`config.mk`:
```
export PLATFORM = sky130hd
export DESIGN_NAME = controller
export DESIGN_NICKNAME = d
export VERILOG_FILES = /design/src/rtl/controller.sv
export SDC_FILE = /design/constraint.sdc
export NUM_CORES = 1
export LEC_CHECK = 0
export BUFFER_PORTS_ARGS = -buffer_cell sky130_fd_sc_hd__buf_2
export CAP_MARGIN = 20
export CORE_UTILIZATION = 44
export DETAILED_ROUTE_END_ITERATION = 16
export PLACE_DENSITY = 0.79
export SLEW_MARGIN = 20
export SYNTH_ARGS = -nofsm -noshare
export SYNTH_HDL_FRONTEND = slang
export SYNTH_SLANG_ARGS = --single-unit
```
`constraint.sdc`:
```
create_clock -name clk -period 1.68 [get_ports clk]
set_clock_uncertainty 0.1 [all_clocks]
set_input_delay 0.336 -clock clk [delete_from_list [all_inputs] [get_ports clk]]
set_output_delay 0.336 -clock clk [all_outputs]
set_load 0.02 [all_outputs]
```
`src/rtl/controller.sv`:
```
// Multicycle MIPS-style main controller.
// Moore FSM steps each instruction through fetch, decode and execution phases;
// state-dependent outputs are registered alongside the state, so they are
// glitch-free and take their fetch values the moment reset asserts.
// pcen and alucontrol are the only combinational outputs: pcen folds in the
// ALU zero flag for branches, and alucontrol decodes the internal ALU op class
// together with the R-type function field.
module controller (
  input  logic       clk,
  input  logic       reset,
  input  logic [5:0] op,
  input  logic [5:0] funct,
  input  logic       zero,
  output logic       pcen,
  output logic       memwrite,
  output logic       irwrite,
  output logic       regwrite,
  output logic       alusrca,
  output logic       iord,
  output logic       memtoreg,
  output logic       regdst,
  output logic [1:0] alusrcb,
  output logic [1:0] pcsrc,
  output logic [2:0] alucontrol
);

  localparam logic [5:0] OP_LW    = 6'b100011;
  localparam logic [5:0] OP_SW    = 6'b101011;
  localparam logic [5:0] OP_RTYPE = 6'b000000;
  localparam logic [5:0] OP_BEQ   = 6'b000100;
  localparam logic [5:0] OP_BNE   = 6'b000101;
  localparam logic [5:0] OP_ADDI  = 6'b001000;
  localparam logic [5:0] OP_J     = 6'b000010;

  typedef enum logic [3:0] {
    FETCH    = 4'd0,
    DECODE   = 4'd1,
    MEMADR   = 4'd2,
    MEMRD    = 4'd3,
    MEMWB    = 4'd4,
    MEMWR    = 4'd5,
    EXECUTE  = 4'd6,
    ALUWB    = 4'd7,
    BRANCH   = 4'd8,
    BNEBR    = 4'd9,
    ADDIEXEC = 4'd10,
    ADDIWB   = 4'd11,
    JUMP     = 4'd12
  } state_t;

  state_t     state;
  state_t     next_state;

  // Internal registered controls that only feed pcen / alucontrol.
  logic       pcwrite;
  logic       branch;
  logic       bne;
  logic [1:0] aluop;

  // Output values belonging to the state about to be entered.
  logic       pcwrite_next;
  logic       branch_next;
  logic       bne_next;
  logic [1:0] aluop_next;
  logic       memwrite_next;
  logic       irwrite_next;
  logic       regwrite_next;
  logic       alusrca_next;
  logic       iord_next;
  logic       memtoreg_next;
  logic       regdst_next;
  logic [1:0] alusrcb_next;
  logic [1:0] pcsrc_next;

  // Next-state selection; unknown opcodes and stray encodings fall back to FETCH.
  always_comb begin
    next_state = FETCH;
    case (state)
      FETCH:    next_state = DECODE;
      DECODE: begin
        case (op)
          OP_LW, OP_SW: next_state = MEMADR;
          OP_RTYPE:     next_state = EXECUTE;
          OP_BEQ:       next_state = BRANCH;
          OP_BNE:       next_state = BNEBR;
          OP_ADDI:      next_state = ADDIEXEC;
          OP_J:         next_state = JUMP;
          default:      next_state = FETCH;
        endcase
      end
      MEMADR:   next_state = (op == OP_LW) ? MEMRD : MEMWR;
      MEMRD:    next_state = MEMWB;
      EXECUTE:  next_state = ALUWB;
      ADDIEXEC: next_state = ADDIWB;
      default:  next_state = FETCH;
    endcase
  end

  // Moore output decode for the upcoming state; anything not set stays 0.
  always_comb begin
    pcwrite_next  = 1'b0;
    branch_next   = 1'b0;
    bne_next      = 1'b0;
    aluop_next    = 2'b00;
    memwrite_next = 1'b0;
    irwrite_next  = 1'b0;
    regwrite_next = 1'b0;
    alusrca_next  = 1'b0;
    iord_next     = 1'b0;
    memtoreg_next = 1'b0;
    regdst_next   = 1'b0;
    alusrcb_next  = 2'b00;
    pcsrc_next    = 2'b00;
    case (next_state)
      FETCH: begin
        alusrcb_next = 2'b01;
        irwrite_next = 1'b1;
        pcwrite_next = 1'b1;
      end
      DECODE: begin
        alusrcb_next = 2'b11;
      end
      MEMADR, ADDIEXEC: begin
        alusrca_next = 1'b1;
        alusrcb_next = 2'b10;
      end
      MEMRD: begin
        iord_next = 1'b1;
      end
      MEMWR: begin
        iord_next     = 1'b1;
        memwrite_next = 1'b1;
      end
      MEMWB: begin
        memtoreg_next = 1'b1;
        regwrite_next = 1'b1;
      end
      EXECUTE: begin
        alusrca_next = 1'b1;
        aluop_next   = 2'b10;
      end
      ALUWB: begin
        regdst_next   = 1'b1;
        regwrite_next = 1'b1;
      end
      ADDIWB: begin
        regwrite_next = 1'b1;
      end
      BRANCH: begin
        alusrca_next = 1'b1;
        aluop_next   = 2'b01;
        pcsrc_next   = 2'b01;
        branch_next  = 1'b1;
      end
      BNEBR: begin
        alusrca_next = 1'b1;
        aluop_next   = 2'b01;
        pcsrc_next   = 2'b01;
        bne_next     = 1'b1;
      end
      JUMP: begin
        pcsrc_next   = 2'b10;
        pcwrite_next = 1'b1;
      end
      default: begin
        pcwrite_next = 1'b0;
      end
    endcase
  end

  // State and registered outputs; reset loads FETCH and its outputs at once.
  always_ff @(posedge clk or posedge reset) begin
    if (reset) begin
      state    <= FETCH;
      pcwrite  <= 1'b1;
      branch   <= 1'b0;
      bne      <= 1'b0;
      aluop    <= 2'b00;
      memwrite <= 1'b0;
      irwrite  <= 1'b1;
      regwrite <= 1'b0;
      alusrca  <= 1'b0;
      iord     <= 1'b0;
      memtoreg <= 1'b0;
      regdst   <= 1'b0;
      alusrcb  <= 2'b01;
      pcsrc    <= 2'b00;
    end else begin
      state    <= next_state;
      pcwrite  <= pcwrite_next;
      branch   <= branch_next;
      bne      <= bne_next;
      aluop    <= aluop_next;
      memwrite <= memwrite_next;
      irwrite  <= irwrite_next;
      regwrite <= regwrite_next;
      alusrca  <= alusrca_next;
      iord     <= iord_next;
      memtoreg <= memtoreg_next;
      regdst   <= regdst_next;
      alusrcb  <= alusrcb_next;
      pcsrc    <= pcsrc_next;
    end
  end

  // PC enable: unconditional writes plus taken beq / bne.
  always_comb begin
    pcen = pcwrite | (branch & zero) | (bne & ~zero);
  end

  // ALU control: fixed add/sub for address and branch work, funct for R-type.
  always_comb begin
    alucontrol = 3'b010;
    case (aluop)
      2'b00: alucontrol = 3'b010;
      2'b01: alucontrol = 3'b110;
      2'b10: begin
        case (funct)
          6'b100000: alucontrol = 3'b010;
          6'b100010: alucontrol = 3'b110;
          6'b100100: alucontrol = 3'b000;
          6'b100101: alucontrol = 3'b001;
          6'b101010: alucontrol = 3'b111;
          default:   alucontrol = 3'b010;
        endcase
      end
      default: alucontrol = 3'b010;
    endcase
  end

endmodule

```
Word level (Yosys, flattened, before mapping)
Index checks and enable logic that the tools add are counted.
- flip-flop bits (word level): 20
- output and inout port bits: 15
- word-level logic and storage cells: 76
- equal/unequal tests: 29
- mux-type cells: 18
- bitwise operators: 5
- reductions and logical operators: 10
- operators by type and width (cell ; count):
    $pmux 4 s6 ; 2
    $eq 6x6->1 const B ; 6
    $eq 4x4->1 const B ; 6
    $eq 4x3->1 const B ; 5
    $eq 4x2->1 const B ; 4
    $eq 6x3->1 const B ; 2
    $pmux 3 s4 ; 1
    $mux 1 ; 10
    $reduce_or 2->1 ; 5
    $eq 4x1->1 const B ; 2
    $logic_not 4->1 ; 2
    $pmux 2 s2 ; 2
    $eq 6x2->1 const B ; 1
    $eq 6x4->1 const B ; 1
    $logic_not 6->1 ; 1
    $pmux 2 s3 ; 1
    $pmux 3 s2 ; 1
    $reduce_or 5->1 ; 1
    $mux 3 ; 1
    $reduce_or 3->1 ; 1
    $and 1x1->1 ; 2
    $eq 2x1->1 const B ; 1
    $eq 2x2->1 const B ; 1
    $or 1x1->1 ; 2
    $not 1->1 ; 1

Logic depth before layout (Yosys ltp)
Gate-level depths: netlist of the first run.
- word-level depth: 7
- depth in mapped cells: 7

Worst setup path after synthesis of the first run
No wires, ideal clock.
- path kind: input to register
- start: input op[3]
- end: register pcwrite
- setup time: 0.075 ns
- arrival: 1.756 ns
- data required time: 1.505 ns
- slack: -0.252 ns
- stages on the path: 5
- buffers on the path: 0
- cell sequence: or4b_4 -> o311a_4 -> a311oi_4 -> nand3b_1 -> mux2i_1
- word-level cells in the longest chain between the ends: 7
- elaborated cells between the ends (all ways): 15
- ends and longest elaborated chain (element ; line ; source):
    from (decl) ; 11 ; input logic [5:0] op,
    $eq 6x6->1 (on tied branches) ; 81, 91 ;
    $reduce_or 2->1 ; 81 ; case (op)
    $pmux 4 s6 ; 81 ;
    $pmux 4 s6 (*) ; 78 ; case (state)
    $eq 4x4->1 or $logic_not 4->1 (tied branches) ; 114 ; case (next_state)
    $reduce_or 2->1 (no source line) (*) ; -- ;
    $mux 1 (*) ; 114 ;
    named net pcwrite_next ; 61 ; logic pcwrite_next;
    to (signal assigned) ; 190 ; pcwrite <= pcwrite_next;
    to (decl) ; 55 ; logic pcwrite;
The timed path passes the listed nets; every way through them passes the cells marked *.

Final worst setup path of the first run
- start: register aluop[0]
- end: output alucontrol[1]
- word-level cells in the longest chain between the ends: 2
- elaborated cells between the ends (all ways): 3
- ends and longest elaborated chain (element ; line ; source):
    from (decl) ; 58 ; logic [1:0] aluop;
    from (signal assigned) ; 193 ; aluop <= aluop_next;
    $eq 2x2->1 or $eq 2x1->1 (tied branches) ; 214 ; case (aluop)
    $pmux 3 s2 (*) ; 214 ;
    to (decl) ; 24 ; output logic [2:0] alucontrol
Every way passes the cells marked *; elsewhere a longest branch is shown, timed or not.

==> metrics.txt, run 1 <==
reg-to-reg endpoint=pcwrite; Hold Startpoint=op[3]; Pint=1.02 mW; achievable frequency=approximately 0.48 GHz; initial antenna violation count=0; sw power=between 400 and 500 µW; Unique masters post-synth=38; die width=a little under 50 µm; Skew-Pair Late Insertion Delay=0.31 ns; Avg Vias per Cell=5.16; Diodes inserted=0; FF+latch count, synth=20; Mapped Cells=94; layout net count=172; Post-synth EDFFs=0; Netlist Area Pre-Place=approximately 1000 µm²; Fillers=between 100 and 150; TritonCTS Sinks=20; CTS Buffer Depth=2; GR Overflow Total=0; Bufs and invs on worst path=3; asr flop ratio synth=100%; violated checks=setup timing; crit end category=output port; first-pass iteration count of the detailed router=4; CP peak stage delay=0.40 ns; YS warnings=0; worst slack, placed=-0.452 ns; Final Max Slew Viols=0; Hold Path Sink=memwrite; Port Buffer Count=29; Area Growth Syn to Fin=56.2%; final wirelength=about 2.6 mm; Max-slew headroom=73.5%; Routed wire per std cell=14.3 µm; Reg2Reg Launch Point=state[2]; final worst setup slack=-0.384 ns; Final setup viols=13; IO Count=30; Sw Ratio=30.4%; Clk pin slew, worst setup/hold paths=0.12 ns; total power=1.46 mW; CP Launch Point=aluop[0]; Worst Tran Pin Value=0.393 ns; Seq. cell area=between 500 and 600 µm²; Slowest cell on crit path=dfrtp_1; Chip Height=49.3 µm; worst hold slack=0.365 ns; Max H-tree Level=1; combinational power share=a little under a third; met3 WL=64 µm; drt drc=0; prevailing post-synth register cell=dfrtp_1; largest net degree at the start of global routing=21; Initial Utilization=48.2%; TritonCTS Buffers=3; total number of vias=934; WHS Path Cells=4; clk root buf=clkbuf_4; Tmin final=2.06 ns; sequential share of the synthesized area=51.2%; R2R setup slack=-0.15 ns; status=finished with violations; die area=2430 µm²; initial DRC count=15; Max-Cap Viols=0; Syn Nets=111; delay-heaviest family, CP=flip-flops; Worst Hold Class=input pin to flop; Fin Setup TNS=-2.10 ns; critical setup path kind=flop to output port; DR top layer=met4; R2R depth=5; gpl congestion=0.830; CP Cell Sequence=inv_1 > ha_2 > inv_2 > nor4_4 > nor2_2 > o211ai_1 > buf_4; Clock Power Share=27.1%; fin crit share=123%; Max IR drop VDD=652 µV; wire length on met1=1.02 mm; CP arrival=1.63 ns; number of core rows=16; unrepaired setup endpoints after global routing=yes; CTS tree=built; Crit Path Max Fanout=2; Routed Antenna Nets=0; crit path launch type=flop; final-report hold violation count=0; Syn Area/Cell=10.5 µm²; DP HPWL=about 1.8 mm; first-pass GRT wire length=3.91 mm; area of the core=2040 µm²; metal2 WL=1.48 mm; pwr dens=952 nW/µm²; Tot GR Track Use=between 20% and 30%; Post-Route Utilization=roughly three quarters; Worst Path Required=1.24 ns; part of the power in registers=approximately two fifths; leakage power=0.803 nW; area occupied by multi-input gates=489 µm²; share of cells above drive strength 1=55.8%; vias in the first global route=877
-- through the flow --
step / cell area [µm²] / std cells
floorplan: 987 / 94
global placement: 1330 / 170
detailed placement: 1330 / 170
CTS: 1480 / 178
global route: 1540 / 181
finish: 1540 / 181
-- worst max path at each step --
stage,to,slack [ns],depth (start not counted)
floorplan,pcwrite,-0.25,5
global placement,pcwrite,-0.39,6
detailed placement,pcwrite,-0.45,6
CTS,alucontrol[1],-0.43,7
global route,alucontrol[1],-0.51,7
finish,alucontrol[1],-0.38,7
-- power by group through the flow --
stage	clock network, mW	logic [mW]	registers (mW)
CTS	0.399	0.426	0.604
global route	0.433	0.501	0.611
detailed placement	0	0.400	0.616
finish	0.396	0.461	0.606
floorplan	0	0.207	0.641
global placement	0	0.380	0.611
-- cells by family after synthesis --
kind of cell	after synthesis	share of synthesized area (%)
AO/OA/AOI/OAI	17	15.6
flip-flops	20	51.2
XOR/XNOR	2	1.78
adder cells (fa/ha/maj)	3	3.56
buffers and inverters	16	6.48
multiplexers	1	1.02
AND/OR/NAND/NOR	35	20.3
-- worst register-to-register path, cell delays in order, from the launching register on --
cell and delay [ns]:
dfrtp_1 0.40, or3_4 0.40, a2111o_1 0.40, a21boi_4 0.18, nand3b_1 0.18, mux2i_1 0.13
-- timing repair --
action,CTS,global route
resized for setup,18,10
pin swaps,8,5
hold buffers,1,0
endpoints found under the hold margin,17,0
setup endpoints to repair,14,13
setup buffers,3,3
-- layout by cell type, fill, tap and decap left out, types with 2 or more instances in the layout --
cell / n
buf_4: 28
nor2_1: 4
nor2_2: 6
dfstp_2: 3
nor3_1: 2
buf_2: 25
clkbuf_4: 3
nor2b_1: 4
inv_2: 2
inv_1: 10
dfrtp_1: 17
o21ai_0: 4
nand2b_1: 4
xor2_1: 2
buf_6: 6
-- synth_stat cells, types with 3 or more instances --
cell      instances  area (µm²)
dfstp_2           3        78.8
nand2b_1          4        25.0
o21ai_0           4        20.0
buf_2             3        15.0
dfrtp_1          17         425
nor2b_1           4        25.0
inv_1            12        45.0
nor2_1           10        37.5
-- metal layers --
metal / vias up / GRT usage [%]
li1: 442 / -
met1: 463 / 23.6
met2: 25 / 40.6
met3: 4 / 3.12
met4: 0 / 13.2
met5: - / 0
-- final cells by class --
| type | count | area share, % |
|---|---|---|
| repair buffers | 60 | 26.9 |
| clock inverters | 1 | 1.95 |
| well taps | 27 | 2.20 |
| inverters | 12 | 2.93 |
| multi-input cells | 58 | 31.8 |
| flip-flops and latches | 20 | 32.8 |
| clock buffers | 3 | 1.46 |
-- registers in the layout (all words and copies together), names as in the netlist, 2 cells and up --
signal / flops
state: 4
alusrcb: 2
pcsrc: 2
aluop: 2
(Power assumes the default switching activity.)
==> inputs of run 2 (changes only) <==
--- a/config.mk
+++ b/config.mk
@@ -8,7 +8,7 @@
 export BUFFER_PORTS_ARGS = -buffer_cell sky130_fd_sc_hd__buf_2
 export CAP_MARGIN = 20
-export CORE_UTILIZATION = 44
+export CORE_UTILIZATION = 30
 export DETAILED_ROUTE_END_ITERATION = 16
-export PLACE_DENSITY = 0.79
+export PLACE_DENSITY = 0.59
 export SLEW_MARGIN = 20
 export SYNTH_ARGS = -nofsm -noshare
==> constraint.sdc (replaced) <==
create_clock -name clk -period 1.68 [get_ports clk]
set_clock_uncertainty 0.1 [all_clocks]
set_input_delay 0.252 -clock clk [delete_from_list [all_inputs] [get_ports clk]]
set_output_delay 0.252 -clock clk [all_outputs]
set_load 0.02 [all_outputs]
==> run 2 against run 1 <==
  * The run still ends with setup timing left
  * Critical endpoint unchanged
  * Worst setup slack better by 0.11 ns
  * Critical path depth did not move
  * Highest routed layer unchanged
  * Non-clock buffer count decreased by 2
  * Combinational power is 2% lower
==> metrics.txt, run 2 (synthesis results as in run 1) <==
first-pass iteration count of the detailed router=3; CTS tree=built; commonest non-fill, non-tap cells in the layout=28 x buf_4, 25 x buf_2, 17 x dfrtp_1; final instance area=1530 µm²; Clk pin slew, worst setup/hold paths=0.10 ns; GR Layer Usage met2=roughly a quarter; final worst setup slack=-0.278 ns; unrepaired setup endpoints after global routing=yes; Final setup viols=9; CP arrival=1.61 ns; Chip Height=59.3 µm; Routed wire per std cell=11.4 µm; crit end category=output port; total number of vias=920; Skew-Pair Late Insertion Delay=0.30 ns; Max-slew headroom=72.7%; Max H-tree Level=1; Worst Path Required=between 1 and 1.5 ns; die area=around 3500 µm²; area of the core=3080 µm²; number of core rows=20; TritonCTS Sinks=20; Tmin final=1.96 ns; leakage power=0.796 nW; worst hold slack=0.274 ns; Tot GR Track Use=13.2%; reg-to-reg endpoint=pcwrite; TritonCTS Buffers=3; die width=59.3 µm; status=finished with violations; layout net count=170; final-report hold violation count=0; Worst Hold Class=input pin to flop; Final Max Slew Viols=0; placed inst area=1310 µm²; R2R depth=5; global routing met1 resource utilization=13.1%; largest net degree at the start of global routing=21; clk root buf=clkbuf_4; Max IR drop VDD=286 µV; initial antenna violation count=0; DP HPWL=1.64 mm; Worst Tran Pin Value=around 0.40 ns; CP endpoint=alucontrol[1]; GR Layer Usage met3=less than 1%; Port Buffer Count=29; Crit Path Max Fanout=2; CP Launch Point=aluop[0]; Diodes inserted=0; most common cell after layout, fill and taps aside=buf_4; Avg Vias per Cell=4.69; CTS Buffer Depth=2; Reg2Reg Launch Point=state[2]; vias in the first global route=863; fin crit share=117%; R2R setup slack=-0.08 ns; drt drc=0; critical setup path kind=flop to output port; Biggest register=state; violated checks=setup timing; Largest register FFs=4; worst slack, placed=-0.336 ns; Initial Utilization=approximately a third; initial DRC count=13; pwr dens=867 nW/µm²; Post-Route Utilization=49.6%; first-pass GRT wire length=roughly 3.4 mm; area occupied by multi-input gates=497 µm²; Fillers=286; Area Growth Syn to Fin=55.1%; crit path launch type=flop; GR peak layer=met2; IO Count=30; Seq. cell area=504 µm²; Routed Antenna Nets=0; share of cells above drive strength 1=55.3%; achievable frequency=between 0.5 and 0.6 GHz; Max-Cap Viols=0; final wirelength=approximately 2.2 mm; gpl congestion=0.800; GR Overflow Total=0
[run 2: how the worst min path moves through the flow]
stage          start       end  slack [ns]  cells after the start
4_1_cts        op[3]  memwrite        0.27                      4
6_report       op[3]  memwrite        0.27                      4
2_1_floorplan  reset  aluop[0]        0.11                      1
3_5_place_dp   reset  memtoreg        0.20                      3
3_3_place_gp   reset  memtoreg        0.18                      3
5_1_grt        op[3]  memwrite        0.28                      4
[run 2: routing by layer]
metal / vias to the layer above / part of all wire, %
met3: 5 / 3.1
met1: 449 / 39
met5: - / 0
li1: 443 / -
met4: 0 / 2.3
met2: 23 / 56
[run 2: final cells by class]
cell class / instances / share of cell area [%]
clock buffer: 4 / 2.38
multi-input combinational: 58 / 32.5
sequential: 20 / 33.0
inverter: 12 / 2.95
timing repair buffer: 58 / 25.6
tap: 44 / 3.60
[run 2: timing repair]
action / CTS / global route
cloned: 0 / 0
setup buffers: 6 / 4
hold buffers: 1 / 0
gates resized for setup: 13 / 13
hold endpoints to repair: 17 / 0
endpoints found under the setup margin: 11 / 13
pin swaps: 9 / 6
[run 2: worst max-delay path, cell delays in order (launching register included)]
cell      delay (ns)
dfrtp_1         0.39
inv_1           0.06
ha_2            0.18
inv_2           0.05
nor4_4          0.29
nor2_2          0.07
o211ai_1        0.09
buf_4           0.17
[run 2: where the power goes]
part / total (mW) / internal [mW] / switching [mW]
clock: 0.271 / 0.132 / 0.139
sequential: 0.603 / 0.567 / 0.0364
combinational: 0.451 / 0.216 / 0.235
[run 2: per-stage QoR]
step	total power, mW	setup TNS, ns	cells
4_1_cts	1.30	-1.15	193
6_report	1.33	-1.04	196
3_3_place_gp	0.993	-2.98	182
5_1_grt	1.40	-1.72	196
3_5_place_dp	0.995	-3.32	182
2_1_floorplan	0.852	-1.08	94
==> inputs of run 3 (changes only) <==
PLACE_DENSITY = not set   (was 0.59)
PLACE_DENSITY_LB_ADDON = 0.3   (was not set)
SKIP_LAST_GASP = 1   (was not set)
==> run 3 against run 2 <==
  * The flow still finishes with violations (setup timing)
  * Maximum frequency decreased by 0.84%
  * Die area is the same
  * Worst setup slack got worse by 0.017 ns
  * Largest power group unchanged
  * Highest routed layer unchanged
  * Non-clock buffer count decreased by 3
  * Hold slack got worse by 0.011 ns
  * Wire length grew 2.1%
  * Power rose by 9.0%
  * Utilization is 0.24 points lower
  * Sequential share of layout area grew 0.25 points
  * Critical path type unchanged
  * Critical endpoint unchanged
==> metrics.txt, run 3 (synthesis results as in run 1) <==
status=finished with violations; violated checks=setup timing; Reg2Reg Launch Point=state[1]; critical setup path kind=flop to output port; Biggest register=state; die width=slightly below 60 µm; Largest register FFs=4; Worst Tran Pin Value=0.391 ns; die area=about 3500 µm²; Max H-tree Level=1; share of cells above drive strength 1=roughly 53%; Slowest cell on crit path=dfrtp_1; vias in the first global route=a little under 900; CTS Buffer Depth=2; number of core rows=20; Tmin final=1.97 ns; Final setup viols=9; commonest non-fill, non-tap cells in the layout=26 x buf_2, 22 x buf_4, 16 x dfrtp_1; TritonCTS Sinks=20; unrepaired setup endpoints after global routing=yes; leakage power=0.787 nW; CP peak stage delay=about 0.39 ns; WHS Path Cells=3; DP HPWL=around 1.7 mm; Port Buffer Count=29; initial DRC count=22; Area Growth Syn to Fin=54.4%; CP arrival=1.62 ns; Worst Hold Class=input pin to flop; crit end category=output port; R2R depth=5; TritonCTS Buffers=3; Fillers=a little over 300; Post-Route Utilization=about half; Skew-Pair Late Insertion Delay=~0.29 ns; final-report hold violation count=0; most common cell after layout, fill and taps aside=buf_2; fin crit share=118%; Tot GR Track Use=13.7%; Max-Cap Viols=0; Worst Path Required=~1.3 ns; largest net degree at the start of global routing=21; GR Overflow Total=0; drt drc=0; worst slack, placed=-0.355 ns; Routed wire per std cell=11.8 µm; first-pass iteration count of the detailed router=4; IO Count=30; CP Cell Sequence=inv_1 > ha_2 > inv_2 > nor4_4 > nor2_1 > o211ai_1 > buf_4; initial antenna violation count=0; first-pass GRT wire length=3.57 mm; gpl congestion=between 0.8 and 0.9; Diodes inserted=0; area of the core=3080 µm²; worst hold slack=0.263 ns; total number of vias=884; CP Launch Point=aluop[0]; Max-slew headroom=73.6%; CTS tree=built; final worst setup slack=-0.295 ns; achievable frequency=roughly 0.51 GHz; Crit Path Max Fanout=2; Hold Startpoint=op[1]; Clk pin slew, worst setup/hold paths=0.11 ns; pwr dens=950 nW/µm²; Chip Height=between 50 and 60 µm; final wirelength=~2.3 mm; Avg Vias per Cell=4.58; layout net count=between 150 and 200; Routed Antenna Nets=0; Final Max Slew Viols=0; clk root buf=clkbuf_4; total power=roughly 1.4 mW; crit path launch type=flop; Max IR drop VDD=301 µV; Initial Utilization=32.0%
-- run 3: cell count changes in the layout (fill, tap and decap cells not counted), sizes merged --
cell    delta
clkbuf     -1
bufinv     +1
buf        -3
-- run 3: layout make-up --
class | instances | area (µm²) | share of cell area (%)
tap | 44 | 55.1 | 3.62
clock inverter | 1 | 30.0 | 1.98
multi-input combinational | 58 | 489 | 32.2
timing repair buffer | 55 | 373 | 24.5
sequential | 20 | 505 | 33.3
inverter | 12 | 45.0 | 2.96
clock buffer | 3 | 22.5 | 1.48
-- run 3: per-stage QoR --
stage,TNS (ns),instances,instance area [µm²]
floorplan,-1.08,94,995
global placement,-2.95,184,1330
detailed placement,-3.32,184,1330
CTS,-1.17,192,1470
global route,-1.78,193,1520
finish,-1.05,193,1520
-- run 3: worst paths after layout --
check                      slack (ns)       endpoint
min in group asynchronous        0.42       memtoreg
hold reg to reg                  0.57       memtoreg
hold / removal                   0.26       memwrite
setup / recovery                -0.29  alucontrol[1]
setup reg to reg                -0.08         branch
max in group asynchronous        0.80        pcwrite
-- run 3: critical path, delay by kind of cell (launching register included) --
family          cells  cell delay [ns]
flops               1             0.39
buf+inv             3             0.28
simple gates        2             0.39
fa+ha+maj           1             0.18
compound gates      1             0.10
-- run 3: report_power, final --
group	switching, mW	internal [mW]	total (mW)	leakage, nW
sequential	0.0406	0.569	0.610	0.263
combinational	0.234	0.221	0.455	0.497
clock	0.139	0.241	0.379	0.0279
total	0.413	1.03	1.44	0.787
-- run 3: repair_timing --
item | 4_1_cts | 5_1_grt
endpoints found under the setup margin | 10 | 13
hold endpoints to repair | 17 | 0
setup buffers | 3 | 2
gates resized for setup | 14 | 12
pin swaps | 5 | 5
hold buffers | 1 | 0
cloned | 0 | 1
-- run 3: routing by layer --
metal,vias to the layer above,part of all wire [%],track usage (%)
li1,432,-,-
met1,431,39,14.5
met2,19,57,26.8
met3,2,2.9,0.655
met4,0,1.2,7.14
met5,-,0,0
